--- config.mk ---
export PLATFORM = sky130hd
export DESIGN_NAME = ccp_tagpipe_bank_sched_flat
export DESIGN_NICKNAME = d
export VERILOG_FILES = /design/src/rtl/ccp_tagpipe_bank_sched_if.sv /design/src/rtl/ccp_tagpipe_bank_sched.sv /design/src/flat_wrapper.sv
export SDC_FILE = /design/constraint.sdc
export NUM_CORES = 1
export LEC_CHECK = 0
export ABC_AREA = 1
export CAP_MARGIN = 20
export CORE_UTILIZATION = 50
export DETAILED_ROUTE_END_ITERATION = 7
export GPL_ROUTABILITY_DRIVEN = 0
export PLACE_DENSITY_LB_ADDON = 0.08
export SETUP_SLACK_MARGIN = 0.1
export SYNTH_ARGS = -nofsm -noshare
export SYNTH_HDL_FRONTEND = slang
export SYNTH_SLANG_ARGS = --single-unit
export TNS_END_PERCENT = 1
--- constraint.sdc ---
create_clock -name clk -period 2.26 [get_ports clk]
set_input_delay 0.226 -clock clk [delete_from_list [all_inputs] [get_ports clk]]
set_output_delay 0.226 -clock clk [all_outputs]
set_load 0.03 [all_outputs]
--- src/rtl/ccp_tagpipe_bank_sched_if.sv ---
`default_nettype none
// +----------------------------------------------------------------------------+
// | Module      : ccp_tagpipe_bank_sched_if                                    |
// | Description : Bundle of handshake and bus signals for the CCP tag-pipe     |
// |               bank scheduler.                                              |
// |               Request side : req_valid/req_ready, req_bnk, req_set,        |
// |                              req_tag, req_id                               |
// |               Tag-RAM side : tag_rd_en (one-hot per bank), tag_rd_set      |
// |               Response side: rsp_valid, rsp_bnk, rsp_set, rsp_tag,         |
// |                              rsp_id, rsp_err                               |
// |               Status       : hazard_stall                                  |
// |               master = request producer / response consumer                |
// |               slave  = the scheduler                                       |
// | Revision    : 1.0 - initial release                                        |
// +----------------------------------------------------------------------------+
interface ccp_tagpipe_bank_sched_if #(
    parameter int N_TAG_BANKS     = 2,
    parameter int MAX_TAG_BANKS   = 4,
    parameter int MAX_TAG_BANKS_W = $clog2(MAX_TAG_BANKS),
    parameter int SET_PER_BANK_W  = 9,
    parameter int TAG_W           = 17,
    parameter int ID_W            = 4
);
    logic                       req_valid;
    logic                       req_ready;
    logic [MAX_TAG_BANKS_W-1:0] req_bnk;
    logic [SET_PER_BANK_W-1:0]  req_set;
    logic [TAG_W-1:0]           req_tag;
    logic [ID_W-1:0]            req_id;

    logic [N_TAG_BANKS-1:0]     tag_rd_en;
    logic [SET_PER_BANK_W-1:0]  tag_rd_set;

    logic                       rsp_valid;
    logic [MAX_TAG_BANKS_W-1:0] rsp_bnk;
    logic [SET_PER_BANK_W-1:0]  rsp_set;
    logic [TAG_W-1:0]           rsp_tag;
    logic [ID_W-1:0]            rsp_id;
    logic                       rsp_err;

    logic                       hazard_stall;

    modport master (
        output req_valid, req_bnk, req_set, req_tag, req_id,
        input  req_ready, tag_rd_en, tag_rd_set,
        input  rsp_valid, rsp_bnk, rsp_set, rsp_tag, rsp_id, rsp_err,
        input  hazard_stall
    );

    modport slave (
        input  req_valid, req_bnk, req_set, req_tag, req_id,
        output req_ready, tag_rd_en, tag_rd_set,
        output rsp_valid, rsp_bnk, rsp_set, rsp_tag, rsp_id, rsp_err,
        output hazard_stall
    );
endinterface
`default_nettype wire

--- src/rtl/ccp_tagpipe_bank_sched.sv ---
`default_nettype none
// +----------------------------------------------------------------------------+
// | Module      : ccp_tagpipe_bank_sched                                       |
// | Description : Tag-pipe issue stage behind the CCP address decoder. Buffers |
// |               decoded lookups in an in-order FIFO, issues at most one      |
// |               tag-RAM read per cycle, stalls the head while a read to the  |
// |               same bank/set is still in flight, and returns descriptors in |
// |               order after TAG_RD_LAT cycles.                               |
// | Ports       : clk     - clock                                              |
// |               reset_n - asynchronous active-low reset                      |
// |               bus     - slave modport of ccp_tagpipe_bank_sched_if         |
// |                         (request, tag-RAM strobe, response, hazard_stall)  |
// | Revision    : 1.0 - initial release                                        |
// +----------------------------------------------------------------------------+
module ccp_tagpipe_bank_sched #(
    parameter int N_TAG_BANKS     = 2,
    parameter int MAX_TAG_BANKS   = 4,
    parameter int MAX_TAG_BANKS_W = $clog2(MAX_TAG_BANKS),
    parameter int SET_PER_BANK_W  = 9,
    parameter int TAG_W           = 17,
    parameter int ID_W            = 4,
    parameter int FIFO_DEPTH      = 4,
    parameter int TAG_RD_LAT      = 2
) (
    input  wire logic                 clk,
    input  wire logic                 reset_n,
    ccp_tagpipe_bank_sched_if.slave   bus
);

    localparam int c_bnk_w = MAX_TAG_BANKS_W;
    localparam int c_ptr_w = $clog2(FIFO_DEPTH);
    localparam int c_cnt_w = c_ptr_w + 1;

    // One extra bit so N_TAG_BANKS == MAX_TAG_BANKS is representable.
    localparam logic [c_bnk_w:0]   c_n_banks = (c_bnk_w + 1)'(N_TAG_BANKS);
    localparam logic [c_cnt_w-1:0] c_depth   = c_cnt_w'(FIFO_DEPTH);

    typedef struct packed {
        logic [ID_W-1:0]           id;
        logic [TAG_W-1:0]          tag;
        logic [SET_PER_BANK_W-1:0] set_idx;
        logic [c_bnk_w-1:0]        bnk;
    } entry_t;

    typedef struct packed {
        logic   valid;
        logic   err;
        entry_t ent;
    } stage_t;

    // ------------------------------------------------------------------
    // Input FIFO
    // ------------------------------------------------------------------
    entry_t             r_fifo [FIFO_DEPTH];
    logic [c_ptr_w-1:0] r_wr_ptr;
    logic [c_ptr_w-1:0] r_rd_ptr;
    logic [c_cnt_w-1:0] r_count;

    // Pipe stages 1..TAG_RD_LAT; stage TAG_RD_LAT drives the response.
    stage_t             r_pipe [1:TAG_RD_LAT];

    entry_t w_head;
    logic   w_not_empty;
    logic   w_head_err;
    logic   w_hazard;
    logic   w_issue;
    logic   w_push;
    logic   w_ready;
    logic   w_strobe;

    assign w_head      = r_fifo[r_rd_ptr];
    assign w_not_empty = (r_count != '0);
    assign w_head_err  = ({1'b0, w_head.bnk} >= c_n_banks);

    // Ready comes only from the registered count, so a full FIFO never
    // accepts in the same cycle it pops. Gated low while reset is held.
    assign w_ready  = reset_n && (r_count < c_depth);
    assign w_push   = bus.req_valid && w_ready;

    // The last stage is deliberately excluded: its read completes this
    // cycle, so a same-set lookup may issue exactly TAG_RD_LAT apart.
    always_comb begin
        w_hazard = 1'b0;
        for (int k = 1; k < TAG_RD_LAT; k++) begin
            if (r_pipe[k].valid && !r_pipe[k].err &&
                (r_pipe[k].ent.bnk == w_head.bnk) &&
                (r_pipe[k].ent.set_idx == w_head.set_idx)) begin
                w_hazard = 1'b1;
            end
        end
        // Out-of-range requests never touch a tag RAM, so never wait.
        if (w_head_err) begin
            w_hazard = 1'b0;
        end
    end

    assign w_issue  = w_not_empty && !w_hazard;
    assign w_strobe = w_issue && !w_head_err;

    // FIFO storage carries no reset; validity is tracked by r_count.
    always_ff @(posedge clk) begin
        if (w_push) begin
            r_fifo[r_wr_ptr] <= '{id:      bus.req_id,
                                   tag:     bus.req_tag,
                                   set_idx: bus.req_set,
                                   bnk:     bus.req_bnk};
        end
    end

    always_ff @(posedge clk or negedge reset_n) begin
        if (!reset_n) begin
            r_wr_ptr <= '0;
            r_rd_ptr <= '0;
            r_count  <= '0;
        end else begin
            if (w_push) begin
                r_wr_ptr <= r_wr_ptr + c_ptr_w'(1);
            end
            if (w_issue) begin
                r_rd_ptr <= r_rd_ptr + c_ptr_w'(1);
            end
            case ({w_push, w_issue})
                2'b10:   r_count <= r_count + c_cnt_w'(1);
                2'b01:   r_count <= r_count - c_cnt_w'(1);
                default: r_count <= r_count;
            endcase
        end
    end

    // ------------------------------------------------------------------
    // Read pipe. Empty slots are loaded as all-zero so the response
    // fields are zero whenever rsp_valid is low.
    // ------------------------------------------------------------------
    always_ff @(posedge clk or negedge reset_n) begin
        if (!reset_n) begin
            for (int k = 1; k <= TAG_RD_LAT; k++) begin
                r_pipe[k] <= '0;
            end
        end else begin
            if (w_issue) begin
                r_pipe[1] <= '{valid: 1'b1, err: w_head_err, ent: w_head};
            end else begin
                r_pipe[1] <= '0;
            end
            for (int k = 2; k <= TAG_RD_LAT; k++) begin
                r_pipe[k] <= r_pipe[k-1];
            end
        end
    end

    // ------------------------------------------------------------------
    // Outputs
    // ------------------------------------------------------------------
    assign bus.req_ready    = w_ready;
    assign bus.tag_rd_en    = w_strobe ? (N_TAG_BANKS'(1) << w_head.bnk) : '0;
    assign bus.tag_rd_set   = w_strobe ? w_head.set_idx : '0;
    assign bus.hazard_stall = w_not_empty && w_hazard;

    assign bus.rsp_valid    = r_pipe[TAG_RD_LAT].valid;
    assign bus.rsp_err      = r_pipe[TAG_RD_LAT].err;
    assign bus.rsp_bnk      = r_pipe[TAG_RD_LAT].ent.bnk;
    assign bus.rsp_set      = r_pipe[TAG_RD_LAT].ent.set_idx;
    assign bus.rsp_tag      = r_pipe[TAG_RD_LAT].ent.tag;
    assign bus.rsp_id       = r_pipe[TAG_RD_LAT].ent.id;

endmodule
`default_nettype wire

--- src/flat_wrapper.sv ---
// flat-port wrapper written by rule: the top's interface ports become plain ports
module ccp_tagpipe_bank_sched_flat 
#(
    parameter int N_TAG_BANKS     = 2,
    parameter int MAX_TAG_BANKS   = 4,
    parameter int MAX_TAG_BANKS_W = $clog2(MAX_TAG_BANKS),
    parameter int SET_PER_BANK_W  = 9,
    parameter int TAG_W           = 17,
    parameter int ID_W            = 4,
    parameter int FIFO_DEPTH      = 4,
    parameter int TAG_RD_LAT      = 2
)
  (clk, reset_n, bus_req_valid, bus_req_bnk, bus_req_set, bus_req_tag, bus_req_id, bus_req_ready, bus_tag_rd_en, bus_tag_rd_set, bus_rsp_valid, bus_rsp_bnk, bus_rsp_set, bus_rsp_tag, bus_rsp_id, bus_rsp_err, bus_hazard_stall);
  ccp_tagpipe_bank_sched_if #(.N_TAG_BANKS(N_TAG_BANKS), .MAX_TAG_BANKS(MAX_TAG_BANKS), .MAX_TAG_BANKS_W(MAX_TAG_BANKS_W), .SET_PER_BANK_W(SET_PER_BANK_W), .TAG_W(TAG_W), .ID_W(ID_W)) bus_i ();
  input  wire logic clk;
  input  wire logic reset_n;
  input wire logic [$bits(bus_i.req_valid)-1:0] bus_req_valid;
  input wire logic [$bits(bus_i.req_bnk)-1:0] bus_req_bnk;
  input wire logic [$bits(bus_i.req_set)-1:0] bus_req_set;
  input wire logic [$bits(bus_i.req_tag)-1:0] bus_req_tag;
  input wire logic [$bits(bus_i.req_id)-1:0] bus_req_id;
  output wire logic [$bits(bus_i.req_ready)-1:0] bus_req_ready;
  output wire logic [$bits(bus_i.tag_rd_en)-1:0] bus_tag_rd_en;
  output wire logic [$bits(bus_i.tag_rd_set)-1:0] bus_tag_rd_set;
  output wire logic [$bits(bus_i.rsp_valid)-1:0] bus_rsp_valid;
  output wire logic [$bits(bus_i.rsp_bnk)-1:0] bus_rsp_bnk;
  output wire logic [$bits(bus_i.rsp_set)-1:0] bus_rsp_set;
  output wire logic [$bits(bus_i.rsp_tag)-1:0] bus_rsp_tag;
  output wire logic [$bits(bus_i.rsp_id)-1:0] bus_rsp_id;
  output wire logic [$bits(bus_i.rsp_err)-1:0] bus_rsp_err;
  output wire logic [$bits(bus_i.hazard_stall)-1:0] bus_hazard_stall;
  assign bus_i.req_valid = bus_req_valid;
  assign bus_i.req_bnk = bus_req_bnk;
  assign bus_i.req_set = bus_req_set;
  assign bus_i.req_tag = bus_req_tag;
  assign bus_i.req_id = bus_req_id;
  assign bus_req_ready = bus_i.req_ready;
  assign bus_tag_rd_en = bus_i.tag_rd_en;
  assign bus_tag_rd_set = bus_i.tag_rd_set;
  assign bus_rsp_valid = bus_i.rsp_valid;
  assign bus_rsp_bnk = bus_i.rsp_bnk;
  assign bus_rsp_set = bus_i.rsp_set;
  assign bus_rsp_tag = bus_i.rsp_tag;
  assign bus_rsp_id = bus_i.rsp_id;
  assign bus_rsp_err = bus_i.rsp_err;
  assign bus_hazard_stall = bus_i.hazard_stall;
  ccp_tagpipe_bank_sched #(.N_TAG_BANKS(N_TAG_BANKS), .MAX_TAG_BANKS(MAX_TAG_BANKS), .MAX_TAG_BANKS_W(MAX_TAG_BANKS_W), .SET_PER_BANK_W(SET_PER_BANK_W), .TAG_W(TAG_W), .ID_W(ID_W), .FIFO_DEPTH(FIFO_DEPTH), .TAG_RD_LAT(TAG_RD_LAT)) u_core (.clk(clk), .reset_n(reset_n), .bus(bus_i));
endmodule
# After elaboration in Yosys (flattened, before gate mapping)
# Memories as Yosys holds them, arrays and structs flattened.
# Index checks and enable logic that the tools add are counted.
# Widths: inputs -> output; s select.
# op_classes
n_addsub	4
reduce_logical	13
n_eq_ne	4
n_shift	1
n_mul	0
n_lt_le_gt_ge	2
bitwise	0
mux	8
n_div	0
# ops
operator	n
$mux 34	1
$eq 9x9->1	1
$mux 9	1
$logic_and 1x1->1	8
$pmux 3 s2	1
$add 2x1->2 const B	2
$mux 1	4
$add 3x1->3 const B	1
$logic_not 1->1	3
$lt 3x3->1 const B	1
$reduce_bool 3->1	1
$sub 3x1->3 const B	1
$eq 2x1->1 const B	1
$eq 2x2->1	1
$eq 2x2->1 const B	1
$ge 2x2->1 const B	1
$mux 2	1
$reduce_bool 2->1	1
$shl 1x2->2 const A	1
# totals
in_bits	35
memories	1
rom_bits	0
latchBits	0
out_inout_bits	47
regBits	75
ram_bits	128
word_cells	48
# memory_table
memory	words	word_bits	rd	rd_ports_with_merged_regs	write_ports	line	source
u_core.r_fifo	4	32	1	0	1	ccp_tagpipe_bank_sched.sv:54	entry_t r_fifo [FIFO_DEPTH];

# Longest topological paths before layout
# Gate-level depths: netlist of the first run.
# depth
word_depth	10
ltp_mapped	20
mapped_depth_nobuf	18

# Worst setup path before layout of the first run
# OpenSTA, ideal clock, no wires.
# synth_timing
path_kind	reg-to-reg
start	register u_core.r_count[2]
end	memory u_core.r_fifo[0][0] (netlist bit), enable pin
n_path_buf	0
t_arrival_ns	2.567
required_ns	1.839
stages_incl_launch_ff	4
setup_time_ns	0.421
path_slack_ns	-0.728
cell_sequence	dfrtp_1 -> nor2_1 -> nand2_1 -> nor2_1
# synth_via
elab_chain_cells	5
# synth_rtl
element	line	source
start, declared	ccp_tagpipe_bank_sched.sv:57	logic [c_cnt_w-1:0] r_count;
start signal, assigned	ccp_tagpipe_bank_sched.sv:123	2'b10: r_count <= r_count + c_cnt_w'(1);
start signal, assigned	ccp_tagpipe_bank_sched.sv:124	2'b01: r_count <= r_count - c_cnt_w'(1);
start signal, assigned	ccp_tagpipe_bank_sched.sv:125	default: r_count <= r_count;
$lt 3x3->1	ccp_tagpipe_bank_sched.sv:77	assign w_ready = reset_n && (r_count < c_depth);
$logic_and 1x1->1	ccp_tagpipe_bank_sched.sv:77	
net bus_req_ready	flat_wrapper.sv:22	output wire logic [$bits(bus_i.req_ready)-1:0] bus_req_ready;
$logic_and 1x1->1	ccp_tagpipe_bank_sched.sv:78	assign w_push = bus.req_valid && w_ready;
$mux 1	ccp_tagpipe_bank_sched.sv:102	if (w_push) begin
$mux 1 (implied by the code)	ccp_tagpipe_bank_sched.sv:103	r_fifo[r_wr_ptr] <= '{id: bus.req_id,
end, declared	ccp_tagpipe_bank_sched.sv:54	
# The timed path passes the listed nets, and every way through them passes these cells.

# Final worst setup path of the first run
# layout_timing
start	register u_core.r_rd_ptr[0]
end	output bus_tag_rd_en[0]
# layout_via
elab_chain_cells	10
# layout_rtl
element	line	source
start, declared	ccp_tagpipe_bank_sched.sv:56	logic [c_ptr_w-1:0] r_rd_ptr;
start signal, assigned	ccp_tagpipe_bank_sched.sv:120	r_rd_ptr <= r_rd_ptr + c_ptr_w'(1);
$mem_v2 4x32 (*)	-	
parallel branches: the longest is 8 deep, another holds $eq 9x9->1	-	
$mux 2 (*)	ccp_tagpipe_bank_sched.sv:155	assign bus.tag_rd_en = w_strobe ? (N_TAG_BANKS'(1) << w_head.bnk) : '0;
end, declared	flat_wrapper.sv:23	output wire logic [$bits(bus_i.tag_rd_en)-1:0] bus_tag_rd_en;
# Mark *: on every way between the ends.

==> results.cfg, run 1 <==
[logic_synthesis]
ys_seq_elements = 203
yosys-top-cells-count = 128 x edfxtp_1, 102 x nor2_1, 88 x nand2_1
synth_cells = 621
synth_nets = 662
syn_avg_cell_area_sq_um = 12.43
synth_warnings = 0
synth_cell_type_count = 24
yosysSeqAreaShare_pct = 74.09
synthTopCellsByArea = edfxtp_1 50%, dfrtp_1 24%, nor2_1 5.0%
synth_top_area_share_pct = 49.78
synth-edff-count = 128
yosysTopAreaCell = edfxtp_1
syn_area_sq_um = 7721
async_flop_share_pct = 36.95
synth_most_common_cell = edfxtp_1
synthFlopType = edfxtp_1

[setup_path]
cp-start-kind = register
critPathBufInv = 5
end_kind = primary output
critical_path.top_delay_family = simple AND/OR/NAND/NOR gates
slowest_delay_ns = 0.45
crit_chain = clkinv_4, clkbuf_16, nand2_4, nand3_2, nand2_2, nand2_2, nand2_2, nand2_1, nor2_1, nand3_2, buf_6, nand3_4, buf_8, nor2_2, buf_6
crit_top_cell = nand2_2
worstPathMaxFanout = 7
slowest_stage = dfrtp_2
crit_required_ns = 2.03
cp.arrival_ns = 2.44
path_class = register to primary output

[timing]
hold_viol = 0
fin_crit_ns = 2.664
tightest_slew_ns = 0.6760
finalClockSkew_ns = 0.009834
rsz0062_at_grt = yes
finalSetupViolCount = 14
setup_ws_ns = -0.4041
timing.fmax_mhz = 375.4
worst_hold_slack_ns = 0.3391
final-max-slew-violation-count = 0
fin_crit_sh_pct = 117.9
relSlewSlack_pct = 54.93

[cells_and_area]
multi_input_area_sq_um = 1767
nets = 770
utilization_pct = 66.18
seq_area_sq_um = 5722
area_delta_synth_final_pct = 29.82
antenna_cells = 0
drive_gt1_share_pct = 26.21
fillers = 1069

[placement]
dp_worst_setup_slack_ns = -0.1407
place_hpwl_mm = 9.531
io_buffers = 81

[grt]
overflow = 0
first_global_vias = 4816
grt_usage_pct = 20.90
grt_first_pass_wirelength_mm = 25.39
antenna_found_initial = 0
grt_max_degree = 52

[floorplan]
core-area_sq_um = 15150
start_util_pct = 50.98
ios = 82
die_w_um = 126.3
die_area_sq_um = 15940
die_h_um = 126.3
fp-row-count = 45

[route]
wl_met3_um = 642
vias = 4786
antenna_left = 0
top_layer = met4
first_pass_iters = 4
detail_route.iter0.violations = 445
drc = 0
viasPerCell = 5.135
wl_per_cell_um = 17.32
wl_met2_mm = 8.009
routed_wl_mm = 16.14
wl_met1_mm = 7.104

[power_and_ir_drop]
leakagePower_nw = 4.027
total_power_mw = 15.11
powerDensity_nw_per_um2 = 1508
ir_drop_mv = 0.7326

[job]
maxCapViolations = 0

[clock_tree]
cts.sinks = 203
clk_pin_slew_ns = 0.06
cts.htree.levels = 1
cts_tree = done
cts.path.max_buffers = 3
clk_latency_ns = 0.49
cts_made_buffers = 21
root_buffer = clkbuf_16

[outcome]
violations = setup timing
outcome = complete, but fails checks

[min_path]
worstHoldPathType = input pin to asynchronous set/reset pin
==> per-layer routing <==
layer  up-vias  GRT usage [%]
met5         -              0
met4         0          7.371
met3        28          3.738
met2       113          34.38
met1      2370          28.19
li1       2275              -
==> flip-flops by register name, summed over array words and instances, names as in the netlist <==
| register | count |
|---|---|
| u_core.bus.rsp_bnk | 2 |
| u_core.bus.rsp_err | 1 |
| u_core.bus.rsp_id | 4 |
| u_core.bus.rsp_set | 9 |
| u_core.bus.rsp_tag | 17 |
| u_core.bus.rsp_valid | 1 |
| u_core.r_count | 3 |
| u_core.r_fifo | 128 |
| u_core.r_pipe | 34 |
| u_core.r_rd_ptr | 2 |
| u_core.r_wr_ptr | 2 |
==> power breakdown <==
group	leakage [nW]	internal (mW)	switching, mW	total (mW)
Clock	0.342	2.06	1.36	3.42
Sequential	2.05	4.83	0.365	5.20
Combinational	1.63	2.69	3.81	6.50
Total	4.03	9.58	5.53	15.1
==> cell type report <==
type	instances	area share [%]
tap	188	2.347
clock inverter	14	1.535
multi-input combinational	313	17.63
clock buffer	24	5.355
timing repair buffer	142	14.13
sequential	203	57.08
inverter	48	1.922
==> worst paths after layout <==
path                                                startpoint                         endpoint  slack [ns]  cells past startpoint
max in group asynchronous                              reset_n   u_core.r_rd_ptr[0]$_DFFE_PN0P_        0.90                      4
min in group clk                   u_core.r_pipe[49]$_DFF_PN0_  u_core.bus.rsp_tag[4]$_DFF_PN0_        0.35                      0
worst max register to register  u_core.r_rd_ptr[0]$_DFFE_PN0P_    u_core.r_count[2]$_DFFE_PN0P_       -0.30                     18
worst min register to register     u_core.r_pipe[49]$_DFF_PN0_  u_core.bus.rsp_tag[4]$_DFF_PN0_        0.35                      0
worst min-delay path                                   reset_n      u_core.r_pipe[49]$_DFF_PN0_        0.34                      3
worst max-delay path            u_core.r_rd_ptr[0]$_DFFE_PN0P_                 bus_tag_rd_en[0]       -0.40                     15
==> kinds of logic (layout without fill, tap and decap cells) <==
family / Yosys count / count (layout) / synth area share (%)
adders and majority gates: 6 / 6 / 1.070
DFF: 203 / 203 / 74.09
and+or+nand+nor: 236 / 236 / 12.46
AOI/OAI and AO/OA: 67 / 67 / 4.683
xor gates and xnor gates: 4 / 4 / 0.4538
buffers and inverters: 105 / 228 / 7.243
==> per-stage QoR <==
| stage | setup TNS, ns | area [sq um] | cells |
|---|---|---|---|
| final | -5.253 | 10020 | 932 |
| after floorplan | -8.747 | 7789 | 621 |
| after detailed placement | -0.5867 | 8825 | 878 |
| after CTS | -4.642 | 9679 | 926 |
| after global placement | -0.1426 | 8825 | 878 |
| after global routing | -7.160 | 10020 | 932 |
==> placed cells by master, fill, tap and decap left out, types with 2 or more instances in the layout <==
master and n:
clkbuf_16 22, nand3_4 2, ha_1 4, xnor2_1 2, nand2_2 29, o21ai_0 42
nor2_2 15, nand2_4 4, buf_12 7, edfxtp_1 128, nor2_1 82, nand4_1 3
clkinv_2 7, xor2_1 2, bufinv_16 3, nand3_2 23, nand2_1 57, clkdlybuf4s50_1 68
dfrtp_1 74, clkbuf_1 3, nor2_4 5, inv_1 43, buf_6 18, nand3_1 14
clkinv_4 2, buf_4 45, inv_4 3, o22ai_1 21
==> worst reg2reg max path, stage by stage, from the launching register on <==
cell and delay (ns):
dfrtp_2 0.45, clkinv_4 0.13, buf_12 0.16, nand2_1 0.07
nand3_2 0.10, nand2_2 0.10, nand2_2 0.06, nand4_1 0.10
nor2_1 0.06, nand3_2 0.09, buf_4 0.13, nand2_4 0.07
inv_4 0.08, ha_4 0.13, inv_4 0.04, fa_2 0.36
a21oi_2 0.12, o21ai_1 0.08, xnor2_1 0.13
==> what timing repair did <==
item,4_1_cts,5_1_grt
pin swaps,7,24
setup endpoints to repair,49,50
endpoints found under the hold margin,24,0
buffers inserted,7,5
hold buffers,1,0
gates cloned,2,1
gates resized for setup,24,81
No activity file was read; power rests on OpenSTA's default activity.
==> run 2: changes to the inputs <==
CORE_UTILIZATION = 51   (was 50)
==> results.cfg, run 2 (same netlist as run 1, synthesis figures left out) <==
[outcome]
outcome = complete, but fails checks
violations = DRC, setup timing

[grt]
grt_usage_pct = 20.48
grt_first_pass_wirelength_mm = 24.83
met2_usage_pct = 34.64
grt_busiest_layer = met2
first_global_vias = 4863
grtUsageMet3_pct = 3.637
antenna_found_initial = 0
overflow = 0
grt_max_degree = 50
grt_util_met1_pct = 27.39

[power_and_ir_drop]
leakagePower_nw = 3.930
ir_drop_mv = 0.8600
netSwitchingPower_mw = 5.300
p_int_mw = 9.273
clkPwrFrac_pct = 21.9
powerDensity_nw_per_um2 = 1490
p_seq_share_pct = 35.6
p_comb_share_pct = 42.5
swShare_pct = 36.37

[setup_path]
cp.arrival_ns = 2.41
slowest_delay_ns = 0.43
path_class = register to primary output
critical_path.top_delay_family = simple AND/OR/NAND/NOR gates
crit_chain = clkinv_4, buf_12, nand2_1, nand3_1, nand2_1, nand2_1, nand2_2, nand2_2, nor2_2, nand3_2, buf_6, nand3_4, clkbuf_16, nor2_2, buf_6
critPathBufInv = 5
cp-start-kind = register
r2r_setup_slack_ns = -0.22
end_kind = primary output
crit_required_ns = 2.03
worstPathMaxFanout = 8
rr_worst_depth = 18
worst-path-stages = 15
crit_top_cell = nand2_1
slowest_stage = dfrtp_2

[clock_tree]
cts.htree.levels = 1
cts.sinks = 203
clk_latency_ns = 0.49
root_buffer = clkbuf_16
cts.path.max_buffers = 3
cts_tree = done
cts_made_buffers = 21
clk_pin_slew_ns = 0.06

[timing]
relSlewSlack_pct = 56.39
setup_tns_ns = -4.691
final-max-slew-violation-count = 0
hold_viol = 0
timing.fmax_mhz = 379.6
fin_crit_sh_pct = 116.6
tightest_slew_ns = 0.6541
finalSetupViolCount = 14
rsz0062_at_grt = yes
setup_ws_ns = -0.3746
worst_hold_slack_ns = 0.3440
finalClockSkew_ns = 0.01490
fin_crit_ns = 2.635

[route]
viasPerCell = 5.181
routed_wl_mm = 15.70
drc = 16
vias = 4772
antenna_left = 0
detail_route.iter0.violations = 335
first_pass_iters = 6
wl_per_cell_um = 17.04

[placement]
dp_worst_setup_slack_ns = -0.1689
io_buffers = 81
place_hpwl_mm = 9.230

[cells_and_area]
area_delta_synth_final_pct = 26.62
nets = 764
largest_register_ffs = 128
layout_commonest_cell = edfxtp_1
final_cell_mix = 128 x edfxtp_1, 89 x nor2_1, 73 x dfrtp_1
top_register = u_core.r_fifo
antenna_cells = 0
drive_gt1_share_pct = 21.03
fillers = 1075

[min_path]
worstHoldPathType = input pin to asynchronous set/reset pin

[floorplan]
die_w_um = 125.0
die_h_um = 125.0
fp-row-count = 44
start_util_pct = 52.73
die_area_sq_um = 15640
core-area_sq_um = 14640
ios = 82

[job]
maxCapViolations = 0
-- run 2: repair_timing --
| item | in CTS | in global routing |
|---|---|---|
| hold buffers | 1 | 0 |
| hold endpoints to repair | 26 | 0 |
| setup endpoints to repair | 49 | 50 |
| gates resized for setup | 21 | 38 |
| setup buffers | 2 | 3 |
| gates cloned | 0 | 3 |
| pin swaps | 3 | 11 |
-- run 2: final timing paths --
| kind | from | to |
|---|---|---|
| max in group asynchronous | reset_n | u_core.r_rd_ptr[1]$_DFFE_PN0P_ |
| min in group clk | u_core.r_pipe[49]$_DFF_PN0_ | u_core.bus.rsp_tag[4]$_DFF_PN0_ |
| min | reset_n | u_core.r_pipe[50]$_DFF_PN0_ |
| min reg2reg | u_core.r_pipe[49]$_DFF_PN0_ | u_core.bus.rsp_tag[4]$_DFF_PN0_ |
| max reg2reg | u_core.r_rd_ptr[0]$_DFFE_PN0P_ | u_core.r_count[2]$_DFFE_PN0P_ |
| max | u_core.r_rd_ptr[0]$_DFFE_PN0P_ | bus_tag_rd_set[5] |
-- run 2: final cells by class --
cell class / count / area [sq um] / area share [%]
sequential: 203 / 5723 / 58.54
multi-input combinational: 313 / 1633 / 16.70
timing repair buffer: 136 / 1358 / 13.89
clock buffer: 30 / 609.3 / 6.232
tap: 184 / 230.2 / 2.355
inverter: 48 / 192.7 / 1.971
clock inverter: 7 / 31.28 / 0.3199
-- run 2: worst min-delay path, cell delays in order --
cell and delay [ns]:
dlygate4sd3_1 0.52, buf_4 0.14, buf_4 0.34
-- run 2: power groups by stage --
stage	clock (mW)	sequential (mW)	combinational (mW)
after floorplan	0	5.15	3.82
after global routing	3.41	5.26	6.75
after CTS	3.25	5.18	5.81
final	3.19	5.18	6.20
after detailed placement	0	5.24	5.65
after global placement	0	5.22	5.52
-- run 2: per-stage QoR --
| step | power [mW] | instance area, sq um | util (%) | cells |
|---|---|---|---|---|
| after floorplan | 8.971 | 7789 | - | 621 |
| after global placement | 10.75 | 8840 | 60.36 | 875 |
| after detailed placement | 10.89 | 8840 | 60.36 | 875 |
| after CTS | 14.25 | 9582 | 65.43 | 915 |
| after global routing | 15.42 | 9777 | 66.76 | 921 |
| final | 14.57 | 9777 | 66.76 | 921 |
-- run 2: per-layer routing --
| layer | routed length, um | share of wire [%] | up-vias |
|---|---|---|---|
| li1 | - | - | 2257 |
| met1 | 6990 | 45 | 2394 |
| met2 | 7775 | 50 | 109 |
| met3 | 736 | 4.7 | 12 |
| met4 | 195 | 1.2 | 0 |
| met5 | 0 | 0 | - |
==> run 3: changes to the inputs <==
clock period = 2.15 ns   (was 2.26 ns; I/O delays follow)
==> results.cfg, run 3 (same netlist as run 1, synthesis figures left out) <==
[outcome]
outcome = complete, but fails checks
violations = DRC, setup timing

[setup_path]
cp-start-kind = register
r2r_setup_slack_ns = -0.35
cp.arrival_ns = 2.39
path_class = register to primary output
crit_required_ns = 1.93
crit_chain = inv_4, clkbuf_16, nand2_1, nand3_1, nand2_1, nand2_1, nand2_2, nand2_1, nor2_1, nand3_2, buf_4, nand3_2, buf_12, nor2_1, buf_4
slowest_delay_ns = 0.43
slowest_stage = dfrtp_2
reg2reg_from = u_core.r_rd_ptr[0]$_DFFE_PN0P_
rr_worst_depth = 19
end_kind = primary output
r2r-end = u_core.r_count[2]$_DFFE_PN0P_
worstPathMaxFanout = 11
crit_top_cell = nand2_1

[floorplan]
die_w_um = 125.0
fp-row-count = 44
start_util_pct = 52.73
die_h_um = 125.0
core-area_sq_um = 14640
ios = 82
die_area_sq_um = 15640

[cells_and_area]
nets = 763
layout_commonest_cell = edfxtp_1
final_cells = 920
final_cell_mix = 128 x edfxtp_1, 92 x nor2_1, 80 x nand2_1
utilization_pct = 66.38
antenna_cells = 0
largest_register_ffs = 128
top_register = u_core.r_fifo
fin_area_sq_um = 9721
drive_gt1_share_pct = 18.75
fillers = 1084
area_delta_synth_final_pct = 25.90

[route]
vias = 4822
viasPerCell = 5.241
wl_per_cell_um = 17.23
first_pass_iters = 8
drc = 16
routed_wl_mm = 15.85
antenna_left = 0
detail_route.iter0.violations = 412

[clock_tree]
clk_pin_slew_ns = 0.06
cts.htree.levels = 1
root_buffer = clkbuf_16
cts_tree = done
clk_latency_ns = 0.49
cts.path.max_buffers = 3
cts_made_buffers = 21
cts.sinks = 203

[timing]
hold_viol = 0
setup_ws_ns = -0.4588
worst_hold_slack_ns = 0.3215
final-max-slew-violation-count = 0
rsz0062_at_grt = yes
setup_tns_ns = -6.000
fin_crit_ns = 2.609
fin_crit_sh_pct = 121.3
timing.fmax_mhz = 383.3
finalSetupViolCount = 15
relSlewSlack_pct = 56.84
finalClockSkew_ns = 0.01801
tightest_slew_ns = 0.6474

[job]
maxCapViolations = 0

[placement]
dpl_cell_area_sq_um = 8855
placed_cells = 877
place_hpwl_mm = 9.312
io_buffers = 81
dp_worst_setup_slack_ns = -0.2556

[grt]
antenna_found_initial = 0
grt_max_degree = 50
overflow = 0
grt_usage_pct = 20.64
first_global_vias = 4967
grt_first_pass_wirelength_mm = 25.03

[min_path]
worstHoldPathType = input pin to asynchronous set/reset pin

[power_and_ir_drop]
ir_drop_mv = 0.8459
powerDensity_nw_per_um2 = 1574
total_power_mw = 15.30
leakagePower_nw = 3.933
-- run 3: cell count changes in the layout (fill, tap and decap cells not counted), sizes merged --
cell           delta
inv               +2
clkbuf            -3
clkinv            -3
clkdlybuf4s50     -1
bufinv            +3
dlymetal6s2s      +1
-- run 3: timing repair --
item,in CTS,in global routing
buffers inserted,2,1
gates cloned,0,2
gates resized for setup,17,20
hold buffers,1,0
setup endpoints to repair,50,51
endpoints found under the hold margin,26,0
pin swaps,3,5
-- run 3: worst max path at each step --
stage	from	end	slack, ns	cells past startpoint
after global routing	u_core.r_rd_ptr[0]$_DFFE_PN0P_	bus_tag_rd_en[0]	-0.62	15
final	u_core.r_rd_ptr[0]$_DFFE_PN0P_	bus_tag_rd_set[6]	-0.46	15
after CTS	u_core.r_rd_ptr[0]$_DFFE_PN0P_	bus_tag_rd_set[3]	-0.43	14
after floorplan	u_core.r_rd_ptr[0]$_DFFE_PN0P_	u_core.r_count[2]$_DFFE_PN0P_	-0.23	19
after global placement	u_core.r_rd_ptr[0]$_DFFE_PN0P_	u_core.r_count[1]$_DFFE_PN0P_	-0.14	15
after detailed placement	u_core.r_rd_ptr[0]$_DFFE_PN0P_	u_core.r_count[1]$_DFFE_PN0P_	-0.26	15
-- run 3: final cells by class --
cell class | count | area [sq um] | share of cell area (%)
Clock buffer | 28 | 551.8 | 5.676
Clock inverter | 9 | 121.4 | 1.249
Inverter | 48 | 190.2 | 1.956
Multi-Input combinational cell | 313 | 1590 | 16.36
Sequential cell | 203 | 5723 | 58.88
Tap cell | 184 | 230.2 | 2.368
Timing Repair Buffer | 135 | 1314 | 13.52
-- run 3: worst max-delay path, delay by kind of cell (launching register included) --
family / cells / cell delay, ns
simple gates: 10 / 0.78
buf+inv: 5 / 0.69
flops: 1 / 0.43
-- run 3: power by group --
part | total [mW] | internal (mW) | switching (mW)
clock network | 3.57 | 2.17 | 1.40
registers | 5.45 | 5.08 | 0.367
logic | 6.28 | 2.56 | 3.72
-- run 3: layer usage --
| metal | vias to the layer above | wire [um] | global-route usage, % |
|---|---|---|---|
| li1 | 2249 | - | - |
| met1 | 2417 | 6747 | 27.11 |
| met2 | 131 | 7998 | 35.43 |
| met3 | 25 | 796 | 3.766 |
| met4 | 0 | 309 | 5.811 |
| met5 | - | 0 | 0 |
==> edit 1: new RTL, flow settings as in run 1 <==
`SET_PER_BANK_W` is set to 9 in 3 places; all go to 8.
--- a/src/rtl/ccp_tagpipe_bank_sched_if.sv
+++ b/src/rtl/ccp_tagpipe_bank_sched_if.sv
@@ -17,7 +17,7 @@
     parameter int N_TAG_BANKS     = 2,
     parameter int MAX_TAG_BANKS   = 4,
     parameter int MAX_TAG_BANKS_W = $clog2(MAX_TAG_BANKS),
-    parameter int SET_PER_BANK_W  = 9,
+    parameter int SET_PER_BANK_W  = 8,
     parameter int TAG_W           = 17,
     parameter int ID_W            = 4
 );
--- a/src/rtl/ccp_tagpipe_bank_sched.sv
+++ b/src/rtl/ccp_tagpipe_bank_sched.sv
@@ -16,7 +16,7 @@
     parameter int N_TAG_BANKS     = 2,
     parameter int MAX_TAG_BANKS   = 4,
     parameter int MAX_TAG_BANKS_W = $clog2(MAX_TAG_BANKS),
-    parameter int SET_PER_BANK_W  = 9,
+    parameter int SET_PER_BANK_W  = 8,
     parameter int TAG_W           = 17,
     parameter int ID_W            = 4,
     parameter int FIFO_DEPTH      = 4,
--- a/src/flat_wrapper.sv
+++ b/src/flat_wrapper.sv
@@ -4,7 +4,7 @@
     parameter int N_TAG_BANKS     = 2,
     parameter int MAX_TAG_BANKS   = 4,
     parameter int MAX_TAG_BANKS_W = $clog2(MAX_TAG_BANKS),
-    parameter int SET_PER_BANK_W  = 9,
+    parameter int SET_PER_BANK_W  = 8,
     parameter int TAG_W           = 17,
     parameter int ID_W            = 4,
     parameter int FIFO_DEPTH      = 4,
Interface: changed (resized bus_req_set, bus_rsp_set and bus_tag_rd_set); port bits go from 82 to 79. The function was not compared with the original's and may differ.
==> edit 1 against run 1 <==
- the flow still finishes with violations (negative setup slack)
- final area down 7.7%
- setup slack better by 250 ps
- combinational power down 18%
- wire length down 13%
- sequential cell count down 6
- synthesized area down 3.9%
- total power down 12%
- core utilization down 2.5 points
==> edit 1: results <==
{
  "dp_hpwl_mm": 8.76,
  "seq_area_um2": 5550,
  "wl_per_cell_um": 16.4,
  "yosysSeqAreaShare_pct": 74.8,
  "port-buffer-count": 78,
  "p_leak_nw": 3.67,
  "vdd_drop_max_mv": 0.655,
  "utilization_pct": 63.6,
  "insertion_delay_ps": 430,
  "nMultiInputCombCells": 283,
  "cp_max_fo": 11,
  "nonClkBufAreaFrac_pct": 12.6,
  "synth_cells": 577,
  "design_area_um2": 9250,
  "synth_xor_area_share_pct": 0.590,
  "fin_ws_ps": -151,
  "cts-htree-levels": 4,
  "worst-r2r-cell-count": 19,
  "status": "finished, violations left",
  "setup_violations": 13,
  "dpl_worst_slack_ps": -78.7,
  "synth-edff-count": 124,
  "drt-initial-drc-count": 190,
  "worst_ep_arrival_time_ps": 2190,
  "r2r_slack_ps": -120,
  "n_fill_cell": 1133,
  "multi_input_area_share_pct": 16.6,
  "via_per_inst": 5.07,
  "final.clkbuf_count": 20,
  "cts_buffers": 17,
  "grt_pass1_wl_mm": 21.9,
  "dp.cells": 819,
  "fin_skew_ps": 10.4,
  "cts_buffer_depth": 2,
  "num_vias": 4337,
  "grt_use_total_pct": 19.8,
  "tightest_slew_ps": 568,
  "synthAdderAreaFrac_pct": 1.11,
  "violations": "negative setup slack",
  "tns_ps": -1670,
  "hold_class": "register to register"
}
-- edit 1: cell types whose count changed after synthesis, sizes merged --
cell	delta
dfrtp	-2
nor2	-7
buf	-3
inv	-4
xnor2	+1
nand2	-17
nand3b	+3
nand4	-2
edfxtp	-4
nand3	-9
-- edit 1: power by group --
part           leakage [nW]  switching (mW)  internal (mW)
Sequential             1.99           0.318           4.69
Clock                 0.295            1.25           1.77
Combinational          1.38            3.20           2.12
Total                  3.67            4.76           8.58
-- edit 1: metal layers --
| layer | GRT usage (%) | wire length, um | share of wire (%) | vias up |
|---|---|---|---|---|
| met5 | 0 | 0 | 0 | - |
| met4 | 7.30 | 243 | 1.7 | 0 |
| met3 | 4.49 | 611 | 4.3 | 17 |
| met2 | 32.7 | 7010 | 50 | 101 |
| met1 | 25.6 | 6190 | 44 | 2139 |
| li1 | - | - | - | 2080 |
-- edit 1: kinds of logic after synthesis --
| logic type | Yosys count |
|---|---|
| flip-flops | 197 |
| adder cells (fa/ha/maj) | 6 |
| XOR/XNOR | 5 |
| AND/OR/NAND/NOR | 204 |
| buffers and inverters | 98 |
| AO/OA/AOI/OAI | 67 |
-- edit 1: what timing repair did --
item                       4_1_cts  5_1_grt
cloned                           1        1
hold buffers                     1        0
resized for setup               17       30
hold endpoints to repair        29        0
pin swaps                        1        2
setup endpoints to repair       13       48
buffers inserted                 1        0
-- edit 1: worst max path at each step --
stage	end	slack (ps)	cells past startpoint
after floorplan	u_core.r_count[2]	-100	18
after global placement	u_core.r_count[2]	-60	16
after detailed placement	u_core.r_count[2]	-80	16
after CTS	bus_tag_rd_set[3]	-160	12
after global routing	bus_tag_rd_set[2]	-280	14
final	bus_tag_rd_set[2]	-150	15
==> edit 2: new RTL, settings of run 1 <==
Without the edit above. Make the reset (`reset_n`) synchronous in 2 clocked blocks. Comments in the files are not updated.
--- a/src/rtl/ccp_tagpipe_bank_sched.sv
+++ b/src/rtl/ccp_tagpipe_bank_sched.sv
@@ -107,7 +107,7 @@
         end
     end
 
-    always_ff @(posedge clk or negedge reset_n) begin
+    always_ff @(posedge clk) begin
         if (!reset_n) begin
             r_wr_ptr <= '0;
             r_rd_ptr <= '0;
@@ -131,7 +131,7 @@
     // Read pipe. Empty slots are loaded as all-zero so the response
     // fields are zero whenever rsp_valid is low.
     // ------------------------------------------------------------------
-    always_ff @(posedge clk or negedge reset_n) begin
+    always_ff @(posedge clk) begin
         if (!reset_n) begin
             for (int k = 1; k <= TAG_RD_LAT; k++) begin
                 r_pipe[k] <= '0;
Formal check against the unedited RTL: differs if reset_n is asserted again (counterexample within 4 cycles, from zero or initial values and one cycle with reset_n low); with reset_n held inactive, the same outputs for 10 cycles.
==> edit 2 against run 1 <==
- the run still ends with negative setup slack left
- critical path type unchanged
- critical path depth increased by 1
- wire length decreased by 4.3%
- synthesized area increased by 1.9%
- total power decreased by 17%
- final area increased by 2.8%
- setup slack improved by 60 ps
- global-route usage decreased by 1.1 points
- sequential cell count increased by 2
==> edit 2: results <==
{
  "cp_max_fo": 9,
  "wl_per_cell_um": 15.2,
  "worst-r2r-cell-count": 21,
  "cts-htree-levels": 1,
  "yosysUniqueCellTypes": 29,
  "grt_pass1_wl_mm": 24.8,
  "yosys_warnings": 0,
  "dpl_worst_slack_ps": -259,
  "antenna_found_initial": 0,
  "yosysSeqAreaShare_pct": 72.8,
  "vdd_drop_max_mv": 0.674,
  "relSlewSlack_pct": 62.9,
  "setup_violations": 41,
  "p_switching_mw": 4.11,
  "clkSlewWorstSetupHoldPaths_ps": 60,
  "holdPathStages": 3,
  "drt-initial-drc-count": 289,
  "synth_top_flop_cell": "edfxtp_1",
  "ys_async_sr_fraction_pct": 0,
  "dr.pass1.iters": 4,
  "fin_skew_ps": 13.7,
  "dp_hpwl_mm": 9.62,
  "cts_buffers": 21,
  "cts-root-buf": "clkbuf_16",
  "tns_ps": -6040,
  "fin_cells": 1018,
  "drive_gt1_share_pct": 21.6,
  "n_antenna_cell": 0,
  "nets": 833,
  "synth.top_cells.by_count": "181 x nand2_1, 162 x edfxtp_1, 59 x inv_1",
  "hold_class": "input port to register",
  "synth-edff-count": 162,
  "avgSynthCellArea_um2": 12.3,
  "top_regs": "u_core.r_fifo (128), u_core.r_pipe (68), u_core.r_count (3)",
  "num_vias": 4915,
  "violations": "negative setup slack",
  "worst_ep_arrival_time_ps": 2380,
  "fin_ws_ps": -344,
  "port-buffer-count": 81,
  "status": "finished, violations left",
  "synth_area_leaders": "edfxtp_1 62%, dfxtp_1 11%, nand2_1 8.6%, inv_1 2.8%, a32o_1 2.7%",
  "grt_use_total_pct": 19.8,
  "cts_buffer_depth": 3,
  "ant_nets": 0,
  "insertion_delay_ps": 490,
  "grt_pass1_vias": 5033,
  "dp.cells": 976,
  "p_leak_nw": 4.14,
  "grt_max_degree": 43
}
edit 2: worst max-delay path, stage by stage (launching register included):
cell,delay (ps)
dfxtp_4,410
inv_6,60
buf_12,130
nand2_1,80
nand3_2,80
nand2_2,110
nor2_2,40
nor2_1,130
nand2_1,80
nor2_2,130
nand3_4,110
nand2_4,100
inv_6,40
buf_12,130
nand2_8,80
nor2_2,50
buf_6,130
edit 2: cell type report:
class | count | area [um2]
Multi-Input combinational cell | 379 | 2080
Sequential cell | 205 | 5730
Inverter | 62 | 245
Tap cell | 211 | 264
Clock inverter | 14 | 153
Clock buffer | 24 | 547
Fill cell | 1178 | 4960
Timing Repair Buffer | 123 | 1290
edit 2: cell families after synthesis:
group,after synthesis,share of synthesized area (%)
compound gates,55,4.83
fa+ha+maj,6,1.05
simple gates,283,15.7
flops,205,72.8
other cells,1,0.0477
buf+inv,91,5.61
edit 2: what timing repair did:
item / CTS / global route
gates resized for setup: 10 / 57
buffers inserted: 0 / 1
gates cloned: 1 / 2
pin swaps: 8 / 17
endpoints found under the setup margin: 17 / 43
edit 2: metrics by stage:
step                      area (um2)  hold WS, ps
after floorplan                 8060          325
after global placement          9280          407
after detailed placement        9280          413
after CTS                      10000          150
after global routing           10300          177
final                          10300          151
edit 2: path summary, 6_finish.rpt:
check / from / slack, ps / to
worst max-delay path: register / -340 / bus_tag_rd_set[2]
worst min-delay path: reset_n / 150 / u_core.r_pipe[1][33]
worst max register to register: register / -290 / u_core.r_count[2]
worst min register to register: u_core.r_pipe[1][31] / 420 / u_core.r_pipe[2][31]
edit 2: power by group through the flow:
stage / logic, mW / clock network, mW / registers (mW)
finish: 4.42 / 3.47 / 4.69
global route: 4.82 / 3.70 / 4.72
CTS: 4.00 / 3.55 / 4.66
detailed placement: 3.85 / 0 / 4.74
global placement: 3.75 / 0 / 4.73
floorplan: 2.46 / 0 / 4.85
edit 2: layer usage:
metal / wire, um / vias up / part of all wire, % / track usage (%)
met3: 896 / 20 / 5.8 / 4.02
met4: 236 / 0 / 1.5 / 5.74
met5: 0 / - / 0 / 0
li1: - / 2432 / - / -
met1: 6440 / 2330 / 42 / 25.0
met2: 7870 / 133 / 51 / 34.4
